--- src/rtl/output_port_arbiter.sv ---
// Packet-level round-robin allocator for one router output port: locks the port
// to one input from head to tail and throttles pushes on output buffer occupancy.
module output_port_arbiter #(
  parameter int NUM_IN    = 5,
  parameter int BUF_DEPTH = 4,
  parameter int CNT_W     = 3
) (
  input  logic                  clk,
  input  logic                  reset,
  input  logic [NUM_IN-1:0]     req,
  input  logic [2*NUM_IN-1:0]   req_type,
  input  logic [CNT_W-1:0]      out_count,
  output logic [NUM_IN-1:0]     grant,
  output logic                  alloc,
  output logic                  push,
  output logic [NUM_IN-1:0]     pop_in,
  output logic                  err_proto
);

  localparam int IDX_W = (NUM_IN > 1) ? $clog2(NUM_IN) : 1;

  typedef enum logic {S_IDLE, S_LOCKED} state_t;

  state_t             r_state;
  logic [IDX_W-1:0]   r_owner;
  logic [IDX_W-1:0]   r_rr;
  logic               r_first;
  logic [NUM_IN-1:0]  r_grant;
  logic               r_alloc;
  logic               r_err;

  logic               w_full;
  logic [NUM_IN-1:0]  w_elig;
  logic               w_found;
  logic [IDX_W-1:0]   w_win;
  logic [1:0]         w_own_type;
  logic               w_own_req;
  logic               w_push;

  assign w_full = (out_count == CNT_W'(BUF_DEPTH));

  genvar gi;
  generate
    for (gi = 0; gi < NUM_IN; gi++) begin : g_elig
      assign w_elig[gi] = req[gi] & (req_type[2*gi +: 2] == 2'b01);
    end
  endgenerate

  // Descending scan so the candidate closest to r_rr is the last one written.
  always_comb begin
    logic [IDX_W-1:0] idx;
    w_found = 1'b0;
    w_win   = '0;
    idx     = '0;
    for (int k = NUM_IN-1; k >= 0; k--) begin
      idx = IDX_W'((int'(r_rr) + k) % NUM_IN);
      if (w_elig[idx]) begin
        w_found = 1'b1;
        w_win   = idx;
      end
    end
  end

  assign w_own_type = req_type[2*r_owner +: 2];
  assign w_own_req  = req[r_owner];
  assign w_push     = !reset && (r_state == S_LOCKED) && w_own_req &&
                      (w_own_type != 2'b00) && !w_full;

  always_ff @(posedge clk) begin
    if (reset) begin
      r_state <= S_IDLE;
      r_owner <= '0;
      r_rr    <= '0;
      r_first <= 1'b0;
      r_grant <= '0;
      r_alloc <= 1'b0;
      r_err   <= 1'b0;
    end else begin
      // A head after the first push, or a non-head as the first push, is flagged but still forwarded.
      r_err <= w_push && (r_first ? (w_own_type != 2'b01) : (w_own_type == 2'b01));
      case (r_state)
        S_IDLE: begin
          if (w_found && !w_full) begin
            r_owner <= w_win;
            r_grant <= NUM_IN'(1) << w_win;
            r_alloc <= 1'b1;
            r_first <= 1'b1;
            r_state <= S_LOCKED;
          end
        end
        S_LOCKED: begin
          if (w_push) begin
            r_first <= 1'b0;
            if (w_own_type == 2'b11) begin
              r_state <= S_IDLE;
              r_grant <= '0;
              r_alloc <= 1'b0;
              r_rr    <= (r_owner == IDX_W'(NUM_IN-1)) ? '0 : r_owner + 1'b1;
            end
          end
        end
        default: r_state <= S_IDLE;
      endcase
    end
  end

  assign grant     = r_grant;
  assign alloc     = r_alloc;
  assign err_proto = r_err;
  assign push      = w_push;
  assign pop_in    = r_grant & {NUM_IN{w_push}};

endmodule

--- config.mk ---
export PLATFORM = sky130hd
export DESIGN_NAME = output_port_arbiter
export DESIGN_NICKNAME = d
export VERILOG_FILES = /design/src/rtl/output_port_arbiter.sv
export SDC_FILE = /design/constraint.sdc
export NUM_CORES = 1
export LEC_CHECK = 0
export CAP_MARGIN = 20
export CORE_MARGIN = 8
export CORE_UTILIZATION = 31
export DETAILED_ROUTE_END_ITERATION = 8
export MAX_ROUTING_LAYER = met4
export SYNTH_ARGS = -nofsm -noshare
export SYNTH_HDL_FRONTEND = slang
export SYNTH_SLANG_ARGS = --single-unit
--- constraint.sdc ---
create_clock -name clk -period 4.9 [get_ports clk]
set_clock_uncertainty 0.1 [all_clocks]
set_input_delay 0.98 -clock clk [delete_from_list [all_inputs] [get_ports clk]]
set_output_delay 0.98 -clock clk [all_outputs]
set_load 0.02 [all_outputs]
After elaboration in Yosys (flattened, before gate mapping). Index checks and enable logic that the tools add are counted.

Register bits: 15. Bits in latches: 0. Bits in writable memories: 0. ROM bits: 0. Logic and storage cells: 96. Memories kept: 0.

$add $sub $neg: 5. Multiply operators: 0. Divide/modulo/power cells: 5. Order comparisons: 6. Equality and inequality tests: 13. Shift operators: 2. Mux-type cells: 38. Bitwise operators: 7. Reduce and logical (&&, ||, !) cells: 13.

Operator list (count): $mod A32 B4 Y32 const B (4); $mod A4 B4 Y32 const B (1); $lt A3 B4 Y1 const B (6); $mux W1 (19); $bmux W1 S3 (6); $mux W3 (6); $mux W5 (3); $eq A2 B1 Y1 const B (6); $pmux W5 S2 (1); $shiftx A10 B5 Y2 (1); $add A3 B2 Y4 const B (2); $eq A3 B3 Y1 const B (2); $logic_and A1 B1 Y1 (6); $ne A2 B1 Y1 const B (3); $pmux W1 S2 (3); $reduce_and A3 Y1 (2); $and A1 B1 Y1 (5); $and A5 B5 Y5 (1); $shl A1 B3 Y5 const A (1); $add A3 B1 Y4 const B (1); $add A3 B3 Y4 const B (1); $reduce_and A2 Y1 (2); $add A3 B1 Y3 const B (1); $eq A2 B2 Y1 const B (1); other kinds (4) (5).

Logic depth before layout (Yosys ltp). Gate-level depths: netlist (run 1).

Word-level depth: 12. Gate-level depth with buffers: 20. Mapped depth without buffers: 16.

Least setup slack after synthesis (run 1). No wires, ideal clock.

Path type: register to register. Start point: register r_rr[0]. End point: register r_grant[1] (netlist: grant[1]). Setup time: 70 ps. Data arrival time: 4277 ps. Required time: 4730 ps. Setup slack: 453 ps. Stages on the path, launching flop included: 18. Path buffers: 5. Period minus slack after synthesis: 4447 ps. Path through: dfxtp_1 buf_2 inv_1 buf_1 ha_1 clkbuf_1 buf_2 o211a_1 a21oi_1 ha_1 mux4_2 nand3_1 and4_1 a22oi_1 a311o_1 buf_6 or3_1 o2bb2ai_1.

Word-level cells in the longest chain between the ends: 12.

RTL lines: start: declaration (line 26) `logic [IDX_W-1:0] r_rr;`; start signal: assignment (line 98) `r_rr <= (r_owner == IDX_W'(NUM_IN-1)) ? '0 : r_owner + 1'b1;`; $add A3 B3 Y4 (line 56) `idx = IDX_W'((int'(r_rr) + k) % NUM_IN);`; $mod A32 B4 Y32 (line 56); $bmux W1 S3 (line 57) `if (w_elig[idx]) begin`; $mux W1 (implied by the code) (line 57); $mux W3 / $mux W1 (equally long branches) (5 in series) (line 57); $shl A1 B3 Y5 / $logic_and A1 B1 Y1 (equally long branches) (line 85, 83); $mux W5 / $ne A2 B2 Y1 (equally long branches); $pmux W5 S2 / $reduce_and A3 Y1 (equally long branches); end signal: assignment (line 85) `r_grant <= NUM_IN'(1) << w_win;`; end: declaration (line 28) `logic [NUM_IN-1:0] r_grant;`.

Several ways; a longest one is shown, not always the timed one. The select of a mux whose other input is x is not followed. A chain may end at the register's enable or synchronous reset.

Worst setup path after layout (run 1).
Start point: input port req[3]. End point: output port pop_in[4].

Word-level cells in the longest chain between the ends: 6.

RTL lines: start: declaration (line 10) `input logic [NUM_IN-1:0] req,`; $bmux W1 S3 (line 65) `assign w_own_req = req[r_owner];`; $mux W1 (implied by the code) (line 65); $logic_and A1 B1 Y1 (2 in series) (line 66) `assign w_push = !reset && (r_state == S_LOCKED) && w_own_req &&`; $logic_and A1 B1 Y1 (line 67) `(w_own_type != 2'b00) && !w_full;`; $and A5 B5 Y5 (line 111) `assign pop_in = r_grant & {NUM_IN{w_push}};`; end: declaration (line 16) `output logic [NUM_IN-1:0] pop_in,`.

Every way passes these cells. The select of a mux whose other input is x is not followed.

==> results of run 1 <==
==> critical path, cell delays in order <==
cell	delay, ns
clkdlybuf4s50_1	0.50
mux4_2	0.27
a21oi_1	0.07
or4b_2	0.68
a21oi_1	0.15
buf_4	0.16
and2_1	0.12
clkdlybuf4s50_1	0.60
==> kinds of logic (layout without fill, tap and decap cells) <==
| group | count (synthesis) | in the layout |
|---|---|---|
| DFF | 15 | 15 |
| adders and majority gates | 24 | 24 |
| muxes | 27 | 27 |
| buffers and inverters | 35 | 73 |
| xor gates and xnor gates | 9 | 9 |
| AOI/OAI and AO/OA | 91 | 91 |
| and+or+nand+nor | 115 | 115 |
==> through the flow <==
stage                     setup WS, ns  total power, W  util [%]
after floorplan                 0.4526       0.0002516         -
after global placement          0.3296       0.0003078     37.73
after detailed placement        0.2962       0.0003088     37.73
after CTS                       0.2901       0.0004082     38.28
after global routing            0.1979       0.0004328     38.28
final                           0.2833       0.0004045     38.28
==> how the worst max path moves through the flow <==
stage,start,to,cells past startpoint
floorplan,r_rr[0],grant[1],17
global placement,req[3],pop_in[1],8
detailed placement,req[1],pop_in[4],8
CTS,req[1],pop_in[4],8
global route,req[1],pop_in[3],8
finish,req[3],pop_in[4],8
==> cell type report <==
type	instances	area [um2]	area share (%)
Multi-Input combinational cell	266	2133	68.17
Timing Repair Buffer	48	440.4	14.07
Sequential cell	15	300.3	9.596
Tap cell	105	131.4	4.198
Inverter	21	78.83	2.519
Clock buffer	4	45.04	1.439
==> sequential cells by signal, summed over array words and instances, names as in the netlist <==
| register | flops |
|---|---|
| grant | 5 |
| r_owner | 3 |
| r_rr | 3 |
| alloc | 1 |
| err_proto | 1 |
| r_first | 1 |
| r_state | 1 |
==> cell usage in the layout, fill, tap and decap left out, types with 5 or more instances in the layout <==
master           count
and3_1               6
dfxtp_1             15
o2bb2ai_1            5
ha_1                23
nor3_1               9
buf_4               16
a21oi_1             27
nor2_1              23
nand3b_1             8
and2_1               7
nor3b_1              6
mux2i_1             16
clkdlybuf4s50_1     32
nand2_1             20
mux4_2               8
nand3_1              7
o21ai_0              7
inv_1               18
==> metal layers <==
layer | vias up | global-route usage, % | routed length, um
met5 | - | - | 0
met4 | 0 | 0.8920 | 17
met3 | 2 | 1.497 | 303
met2 | 57 | 21.18 | 3486
met1 | 1190 | 16.84 | 3357
li1 | 1270 | - | -
==> where the power goes <==
part | internal (W) | switching [W]
logic | 0.0000803 | 0.0000871
registers | 0.000131 | 0.00000866
clock network | 0.0000574 | 0.0000399
total | 0.000269 | 0.000136
==> run_results.csv, run 1 <==
group,metric,value,unit
sta,fmax,0.2166,GHz
layout,final_nets,399,
logic_synthesis,synth_top_cell_area_share,11.61,%
layout,fillers,859,
logic_synthesis,ys_warn_count,0,
clock_tree,cts_buffers,3,
floorplanning,core_area,8175,um2
place,port_buffers,32,
status,status,"finished, final reports clean",
logic_synthesis,synth-edff-count,0,
grt,grtUsageTotal,12.75,%
clock_tree,tritoncts,"yes",
logic_synthesis,synth_xor_area_share,4.062,%
routing,via_count,2519,
logic_synthesis,synth_ff_type,"dfxtp_1",
logic_synthesis,yosys.area.top_type,"dfxtp_1",
floorplanning,die_area,11530,um2
place,dp_cells,455,
place,gp_congestion,0.9768,
clock_tree,post_cts_buffers,0,
routing,drcViolationCount,0,
hold_path,hold_class,"reg2reg",
logic_synthesis,ys_seq_area_share,11.61,%
floorplanning,die_h,107.4,um
logic_synthesis,synthArstFlopShare,0,%
sta,setup_viol,0,
clock_tree,path_clk_slew,0.06,ns
layout,final_cells,459,
job,cap_violations,0,
logic_synthesis,syn_area_per_cell,8.188,um2
hold_path,whs_path_depth,2,
hold_path,whs_endpoint,"r_first",
clock_tree,max-clock-path-buffers,2,
setup_path,worst_ep_required_time,3.82,ns
clock_tree,cts_max_level,1,
clock_tree,cts_root_buffer,"clkbuf_8",
place,dp_hpwl,5754,um
sta,relSlewSlack,70.90,%
logic_synthesis,synth-simple-area-share,25.39,%
power_and_ir_drop,leakage,1.302,nW
setup_path,path_max_fanout,7,
logic_synthesis,synth_cell_types,73,
logic_synthesis,synth.area.top_cells,"dfxtp_1 (12%), ha_1 (11%), mux4_2 (7.0%)",
logic_synthesis,synthAdderAreaFrac,11.90,%
layout,drive_above_1_share,15.54,%
power_and_ir_drop,power_density,129.3,nW/um2
logic_synthesis,synth_top_family_by_area,"compound AO/OA/AOI/OAI gates",
setup_path,critPathArrivalTime,3.54,ns
layout,n_antenna_cell,0,
setup_path,r2r_slack,0.66,ns
logic_synthesis,synthesis.instances,316,
clock_tree,hold_buffers,0,
layout,synthToLayoutAreaGrowth,20.94,%
logic_synthesis,yosys-top-cells-count,"a21oi_1 (27), ha_1 (23), nor2_1 (23), nand2_1 (20), inv_1 (18)",
logic_synthesis,syn-cell-area,2587,um2
sta,finalCritPeriodShare,94.22,%
clock_tree,cts.sinks,15,
routing,vias_per_cell,5.488,
routing,antenna_left,0,
power_and_ir_drop,irDropWorstVdd,147.9,uV
grt,grt_max_degree,23,
routing,wl,7164,um
sta,hold_ws,0.3725,ns
sta,hold_viol_final,0,
sta,drv_slew,0,
floorplanning,die_width,107.4,um
logic_synthesis,synth-compound-area-share,26.21,%
grt,grt-ovfl-total,0,
sta,setup_tns,0,ns
setup_path,r2r_cells,14,
routing,dr.pass1.iters,4,
floorplanning,rows,33,
logic_synthesis,synthMuxAreaShare,14.89,%
grt,grt_pass1_wl,12100,um
grt,grt_pass1_vias,2434,
routing,post_drt_wl_per_cell,15.61,um
grt,antenna_found_initial,0,
setup_path,reg2reg_from,"r_rr[0]",
sta,rsz0062_at_grt,"false",
floorplanning,ioPinCount,33,
place,dpl_cell_area,3084,um2
sta,final.min_clock_period,4.617,ns
setup_path,criticalPathCategory,"in2out",
clock_tree,ctsResizeCount,0,
logic_synthesis,ys_seq_elements,15,
setup_path,crit_path_end_kind,"output port",
logic_synthesis,yosysMostFrequentCell,"a21oi_1",
hold_path,hp-start,"r_first",
clock_tree,clk_latency,0.24,ns
logic_synthesis,synth_nets,360,
routing,drt_iter0_markers,250,
sta,tightest_slew,0.4243,ns
setup_path,crit_path_start_kind,"primary input",
layout,final_area,3129,um2
setup_path,r2r_end,"grant[3]",
floorplanning,start_util,31.65,%
No activity file was read; power rests on OpenSTA's default activity.
==> run 2: changes to the inputs <==
--- a/config.mk
+++ b/config.mk
@@ -7,9 +7,11 @@
 export LEC_CHECK = 0
 export CAP_MARGIN = 20
 export CORE_MARGIN = 8
-export CORE_UTILIZATION = 31
+export CORE_UTILIZATION = 55
 export DETAILED_ROUTE_END_ITERATION = 8
 export MAX_ROUTING_LAYER = met4
+export PLACE_DENSITY = 0.79
+export SLEW_MARGIN = 30
 export SYNTH_ARGS = -nofsm -noshare
 export SYNTH_HDL_FRONTEND = slang
 export SYNTH_SLANG_ARGS = --single-unit
==> run 2 against run 1 <==
Sequential power about the same. Critical endpoint is now pop_in[1]. Worst setup slack got worse by 0.15 ns. Clock-buffer cell count unchanged. Clock power increased by 5%. Wire length decreased by 1.5%. Critical path depth decreased by 1. Highest routed layer unchanged. Critical path type unchanged. Cell area decreased by 2.7%. Die area decreased by 38%. Largest cell class unchanged. Combinational power about the same. First-iteration DRC count decreased by 8.0%.
==> run_results.csv, run 2 (same netlist as run 1, synthesis figures left out) <==
group,metric,value,unit
clock_tree,path_clk_slew,0.06,ns
layout,final_nets,396,
routing,vias_per_cell,6.481,
sta,rsz0062_at_grt,"false",
routing,post_drt_wl_per_cell,17.43,um
grt,grt_pass1_vias,2469,
sta,finalCritPeriodShare,97.20,%
routing,dr.pass1.iters,5,
place,port_buffers,32,
power_and_ir_drop,pwr-share-clk,25.0,%
power_and_ir_drop,p_sw,0.0001404,W
floorplanning,ioPinCount,33,
setup_path,r2r_end,"grant[3]",
clock_tree,cts_root_buffer,"clkbuf_8",
clock_tree,hold_buffers,0,
hold_path,whs_endpoint,"alloc",
grt,grt_max_degree,23,
layout,largest_reg_flops,5,
setup_path,crit_path_end_kind,"output port",
sta,hold_viol_final,0,
routing,antenna_left,0,
floorplanning,core_area,4629,um2
hold_path,whs_path_depth,2,
grt,antenna_found_initial,0,
power_and_ir_drop,pwr-share-comb,40.6,%
clock_tree,cts_buffers,3,
routing,wl,7058,um
power_and_ir_drop,p_sw_share,34.40,%
power_and_ir_drop,finalPower,0.0004082,W
setup_path,r2r_cells,16,
place,dp_hpwl,5520,um
layout,synthToLayoutAreaGrowth,17.65,%
setup_path,critPathMaxStageDelay,0.68,ns
sta,relSlewSlack,43.94,%
floorplanning,rows,25,
grt,grtUsageTotal,20.09,%
place,gp_congestion,0.9283,
layout,n_antenna_cell,0,
power_and_ir_drop,power_frac_seq,34.4,%
setup_path,worst_ep_required_time,3.82,ns
setup_path,criticalPathCategory,"in2out",
hold_path,hold_class,"reg2reg",
sta,fmax,0.2100,GHz
setup_path,cpMaxStageDelayCell,"or4b_2",
layout,drive_above_1_share,15.10,%
power_and_ir_drop,power_density,134.1,nW/um2
floorplanning,die_h,84.59,um
power_and_ir_drop,internal-power,0.0002678,W
sta,final.min_clock_period,4.763,ns
job,cap_violations,0,
setup_path,critPathArrivalTime,3.68,ns
clock_tree,post_cts_buffers,0,
layout,final_common_cell,"clkdlybuf4s50_1",
floorplanning,start_util,55.89,%
sta,setup_tns,0,ns
clock_tree,clk_latency,0.25,ns
setup_path,worstPathCellList,"clkdlybuf4s50_1 -> mux4_2 -> a21oi_1 -> or4b_2 -> a21oi_1 -> and2_1 -> clkdlybuf4s50_1",
layout,layout_common_cells,"clkdlybuf4s50_1 (32), a21oi_1 (27), nor2_1 (23), ha_1 (23), nand2_1 (20)",
clock_tree,cts_max_level,1,
routing,via_count,2625,
hold_path,hp-start,"alloc",
sta,drv_slew,0,
clock_tree,tritoncts,"yes",
grt,grt_pass1_wl,11810,um
grt,grt-ovfl-total,0,
setup_path,r2r_slack,0.42,ns
sta,tightest_slew,0.8345,ns
setup_path,reg2reg_from,"r_rr[1]",
floorplanning,die_width,84.59,um
routing,drcViolationCount,0,
floorplanning,die_area,7155,um2
power_and_ir_drop,leakage,1.289,nW
sta,setup_viol,0,
power_and_ir_drop,irDropWorstVdd,121.7,uV
setup_path,crit_path_start_kind,"primary input",
routing,drt_iter0_markers,230,
setup_path,path_max_fanout,7,
clock_tree,cts.sinks,15,
status,status,"finished, final reports clean",
clock_tree,max-clock-path-buffers,2,
-- run 2: cell count changes in the layout (fill, tap and decap cells not counted) --
cell     before  now
buf_4        16   13
a311o_1       1    0
o21ai_0       7    6
a311o_2       0    1
o21ai_1       1    2
-- run 2: area by class of cell --
| type | count | area (um2) |
|---|---|---|
| Multi-Input combinational cell | 266 | 2135 |
| Sequential cell | 15 | 300.3 |
| Inverter | 21 | 78.83 |
| Tap cell | 54 | 67.56 |
| Fill cell | 402 | 1585 |
| Timing Repair Buffer | 45 | 417.9 |
| Clock buffer | 4 | 45.04 |
-- run 2: timing repair --
item	CTS	global route
endpoints found under the hold margin	0	0
resized for setup	0	2
endpoints found under the setup margin	0	4
-- run 2: worst max path at each step --
| stage | slack [ns] | from | depth (start not counted) | endpoint |
|---|---|---|---|---|
| finish | 0.14 | req[1] | 7 | pop_in[1] |
| CTS | 0.15 | req[1] | 7 | pop_in[1] |
| global route | 0.05 | req[2] | 7 | pop_in[1] |
| global placement | 0.20 | req[1] | 7 | pop_in[1] |
| detailed placement | 0.15 | req[1] | 7 | pop_in[2] |
| floorplan | 0.45 | r_rr[0] | 17 | grant[1] |
-- run 2: power by group through the flow --
| stage | clock network (W) | registers [W] | logic [W] |
|---|---|---|---|
| CTS | 0.000105 | 0.000140 | 0.000163 |
| detailed placement | 0 | 0.000143 | 0.000162 |
| global route | 0.000111 | 0.000142 | 0.000179 |
| global placement | 0 | 0.000143 | 0.000160 |
| finish | 0.000102 | 0.000141 | 0.000166 |
| floorplan | 0 | 0.000145 | 0.000106 |
-- run 2: critical path, delay by kind of cell --
kind            cells  cell delay [ns]
buf+inv             2             1.12
simple gates        2             0.88
compound gates      2             0.44
mux                 1             0.26
-- run 2: metal layers --
| layer | GRT usage [%] | vias up | wire length (um) |
|---|---|---|---|
| met5 | - | - | 0 |
| met4 | 3.236 | 0 | 57 |
| met3 | 2.341 | 8 | 447 |
| met2 | 31.85 | 115 | 3192 |
| met1 | 27.00 | 1237 | 3361 |
| li1 | - | 1265 | - |
-- run 2: stage by stage --
step                      hold slack, ns  util, %  setup WS [ns]  std cells  area, um2
after floorplan                   0.3481        -         0.4526        316       2587
final                             0.3751    65.76         0.1370        405       3044
after global placement            0.3640    64.76         0.2035        401       2998
after detailed placement          0.3671    64.76         0.1475        401       2998
after global routing              0.3930    65.76        0.05409        405       3044
after CTS                         0.3787    65.73         0.1477        405       3043
==> RTL change 1, RTL diff (config.mk and constraints of run 1) <==
Change the parameter `CNT_W` from 3 to 6.
--- a/src/rtl/output_port_arbiter.sv
+++ b/src/rtl/output_port_arbiter.sv
@@ -3,7 +3,7 @@
 module output_port_arbiter #(
   parameter int NUM_IN    = 5,
   parameter int BUF_DEPTH = 4,
-  parameter int CNT_W     = 3
+  parameter int CNT_W     = 6
 ) (
   input  logic                  clk,
   input  logic                  reset,
Ports: changed (resized out_count); port bits go from 33 to 36. No check against the original RTL was run, so the function may have changed too.
==> RTL change 1 against run 1 <==
- synthesized area down 3.4%
- power up 13%
- critical endpoint unchanged
- highest routed layer unchanged
- die area down 2.9%
- hold slack worse by 0.015 ns
- combinational power up 26%
- wire length up 1.9%
- design area down 2.8%
- clock power up 5%
- worst setup slack better by 0.11 ns
- sequential cell count unchanged
==> RTL change 1: results (changes against run 1) <==
[worst_setup_path]
critPathMaxFanout = 5  ; -2
timing.rr.start = r_rr[1]$_SDFFE_PP0P_
slowest_delay_ns = 0.60  ; -0.08 ns
r2r_end = grant[2]$_SDFFE_PP0P_
crit_arrival_ns = 3.43  ; -0.11 ns
endpoint = pop_in[4]
critPathSlowestCell = clkdlybuf4s50_1
rrSetupSlack_ns = 0.42  ; -0.24 ns
worst-r2r-cell-count = 15  ; +1

[logic_synthesis]
synth_nets = 387  ; +7.5%
ys_top_cells_by_area = dfxtp_1 12%, ha_1 11%, a21oi_1 4.6%
yosys-top-cells-count = 28 x nor2_1, 25 x nand2_1, 23 x a21oi_1, 23 x inv_1, 22 x ha_1
syn_area_per_cell_um2 = 7.31  ; -11%
yosysUniqueCellTypes = 68  ; -6.8%
syn_area_um2 = 2500  ; -3.4%
seq_area_frac_synth = 0.120  ; +0.00407

[global_routing]
grt_pass1_wl_um = 12500  ; +3.1%
grt_pass1_vias = 2589  ; +6.4%
antenna_found_initial = 0  ; unchanged
met2_usage = 0.217  ; +0.00533
grtUsageTotal = 0.134  ; +0.00619
grtUsageMet3 = 0.0177  ; +0.00269
grt_start_max_net_pins = 26  ; +13%

[worst_hold_path]
holdPathEnd = alloc$_SDFFE_PP0P_
holdCritStartpoint = alloc$_SDFFE_PP0P_

[detailed_routing]
met3WireLength_um = 207  ; -32%
via_per_inst = 5.65  ; +2.9%
route.met2.wl_um = 3370  ; -3.4%
drt_iter0_drc = 131  ; -48%
avgRoutedWirePerCell_um = 15.2  ; -2.6%
drt_first_pass_iters = 5  ; +1
drt-met1-wl_um = 3640  ; +8.5%

[finish]
inv_count = 25  ; +19%
syn_to_final_growth_pct = 21.6
nonClkBufAreaFrac = 0.142  ; +0.00164
multi_input_gates = 288  ; +8.3%
layout.nets = 424  ; +6.3%
n_fill_cell = 815  ; -5.1%
seq_share = 0.0988  ; +0.00280
drive_above_1_share = 0.0847  ; -0.0707
multi_input_area_share = 0.671  ; -0.0105
fin_cells = 480  ; +4.6%
antenna_cells = 0  ; unchanged
clk_share = 0.0148  ; +0.000421
buffers = 46  ; -4.2%

[placed_design]
dpl-instance-area_um2 = 3000  ; -2.9%
place.gp.congestion = 0.906  ; -7.2%
pre_cts_slack_ns = 0.401  ; +0.105 ns
place_hpwl_um = 5840  ; +1.5%

[power_and_ir_drop]
vdd_drop_max_uv = 133  ; -10%
power_leakage_nw = 1.14  ; -13%

[timing]
worstMarginPinSlew_ns = 0.608  ; +0.184 ns
holdWs_ns = 0.358  ; -0.0148 ns
min_period_ns = 4.51  ; -0.110 ns
tns_ns = 0  ; unchanged

[run_status]
status = complete, no violations

[RTL change 1: cell count changes after synthesis, sizes merged, moves of 5 or more]
cell and change:
mux2i -10, o21ai +8, a211oi +7, o22ai +7
a21oi -6, nand2b +6, mux4 -5, nand2 +5
nand3 +5
[RTL change 1: report_power, final]
| group | total, mW | switching, mW | internal (mW) |
|---|---|---|---|
| combinational | 0.210 | 0.113 | 0.0970 |
| sequential | 0.146 | 0.0118 | 0.134 |
| clock | 0.102 | 0.0444 | 0.0577 |
| total | 0.458 | 0.169 | 0.289 |
[RTL change 1: cell families (layout without fill, tap and decap cells)]
family / count (synthesis) / in the layout / share of synthesized area
multiplexers: 12 / 12 / 0.0641
flip-flops: 15 / 15 / 0.120
AND/OR/NAND/NOR: 138 / 138 / 0.297
buffers and inverters: 39 / 75 / 0.0636
XOR/XNOR: 7 / 7 / 0.0275
AO/OA/AOI/OAI: 109 / 109 / 0.318
adder cells (fa/ha/maj): 22 / 22 / 0.110
==> RTL change 2, RTL diff (flow settings as in run 1) <==
Without the edit above. Remove the register `r_err`: a continuous assignment takes its place, so the output `err_proto` follows one clock earlier.
--- a/src/rtl/output_port_arbiter.sv
+++ b/src/rtl/output_port_arbiter.sv
@@ -74,10 +74,8 @@
       r_first <= 1'b0;
       r_grant <= '0;
       r_alloc <= 1'b0;
-      r_err   <= 1'b0;
     end else begin
       // A head after the first push, or a non-head as the first push, is flagged but still forwarded.
-      r_err <= w_push && (r_first ? (w_own_type != 2'b01) : (w_own_type == 2'b01));
       case (r_state)
         S_IDLE: begin
           if (w_found && !w_full) begin
@@ -104,6 +102,8 @@
     end
   end
 
+  assign r_err = w_push && (r_first ? (w_own_type != 2'b01) : (w_own_type == 2'b01));
+
   assign grant     = r_grant;
   assign alloc     = r_alloc;
   assign err_proto = r_err;
Behaviour: not the same (a bounded check fails within 4 cycles, from zero or initial values and one cycle with reset high).
==> RTL change 2 against run 1 <==
- wire length is 9.4% lower
- global-route usage is 0.75 points lower
- sequential cell count is 1 lower
- combinational power is 2% higher
- design area is 6.4% lower
- worst setup slack better by 0.085 ns
- synthesized cell count is 3.8% lower
- power is 4.1% higher
- synthesized area is 7.2% lower
==> RTL change 2: results (changes against run 1) <==
[placed_design]
place.gp.congestion = 0.866  ; -11%
place_hpwl_um = 5260  ; -8.5%
place_inst = 436  ; -4.2%
dpl-instance-area_um2 = 2860  ; -7.3%
pre_cts_slack_ns = 0.295  ; -0.00144 ns

[worst_setup_path]
critPathLaunch = req[0]
rrSetupSlack_ns = 0.38  ; -0.28 ns
critPathMaxFanout = 9  ; +2
slowest_delay_ns = 0.63  ; -0.05 ns
r2r_end = grant[0]$_SDFFE_PP0P_
timing.rr.start = r_rr[2]$_SDFFE_PP0P_
worst-r2r-cell-count = 17  ; +3
endpoint = pop_in[0]
crit_arrival_ns = 3.45  ; -0.09 ns

[logic_synthesis]
yosys-top-cells-count = 28 x a21oi_1, 28 x nor2_1, 23 x ha_1, 23 x nand2_1
yosysUniqueCellTypes = 79  ; +8.2%
ys_top_cells_by_area = ha_1 12%, dfxtp_1 12%, a21oi_1 5.8%
seq_area_frac_synth = 0.117  ; +0.000673
ys_warn_count = 0  ; unchanged
synth_nets = 348  ; -3.3%
syn_inst = 304  ; -3.8%

[power_and_ir_drop]
sequentialPowerShare = 0.320  ; -0.026
clock_power_share = 0.274  ; +0.033
pg_clk_mw = 0.115  ; +18%
p_int_mw = 0.277  ; +3.0%
vdd_drop_max_uv = 138  ; -6.6%
power_leakage_nw = 1.10  ; -15%

[detailed_routing]
avgRoutedWirePerCell_um = 14.8  ; -5.5%
vias = 2385  ; -5.3%
route.met2.wl_um = 3100  ; -11%
drt_iter0_drc = 157  ; -37%
drt_first_pass_iters = 4  ; unchanged
met3WireLength_um = 120  ; -60%
drt-met1-wl_um = 3180  ; -5.2%
wirelength_um = 6490  ; -9.4%

[global_routing]
grtUsageTotal = 0.120  ; -0.00747
grt_pass1_wl_um = 11100  ; -8.6%
grt_start_max_net_pins = 34  ; +48%
antenna_found_initial = 0  ; unchanged

[timing]
worstMarginPinSlew_ns = 0.637  ; +0.213 ns
holdWs_ns = 0.372  ; -0.000753 ns
fmax_mhz = 221  ; +1.9%

[clock_network]
htreeDepth = 1  ; unchanged

[worst_hold_path]
holdPathEnd = grant[2]$_SDFFE_PP0P_
holdCritStartpoint = grant[2]$_SDFFE_PP0P_

[finish]
drive_above_1_share = 0.130  ; -0.0252
layout.nets = 383  ; -4.0%
largest_reg_flops = 5  ; unchanged

[run_status]
status = complete, no violations

-- RTL change 2: cell types whose count changed in the layout (fill, tap and decap cells not counted), sizes merged, moves of 4 or more --
cell,delta
buf,-7
inv,-5
mux2i,-6
mux4,-5
nand2b,+4
nor2,+4
-- RTL change 2: routing by layer --
metal  vias up  GRT usage
met2        48      0.204
met3        10    0.00929
met5         -          -
met1      1122      0.150
li1       1205          -
met4         0     0.0290
-- RTL change 2: logic make-up (layout without fill, tap and decap cells) --
family | after synthesis | count (layout) | share of synthesized area
AOI/OAI and AO/OA | 87 | 87 | 0.269
xor gates and xnor gates | 8 | 8 | 0.0464
adders and majority gates | 24 | 24 | 0.128
buffers and inverters | 28 | 62 | 0.0511
DFF | 14 | 14 | 0.117
muxes | 19 | 19 | 0.0974
and+or+nand+nor | 124 | 124 | 0.291
-- RTL change 2: final cells by class --
type	count	area, um2
repair buffers	41	388
well taps	102	128
multi-input cells	262	2010
clock buffers	4	55.1
inverters	17	63.8
fillers	790	4680
flip-flops and latches	14	280
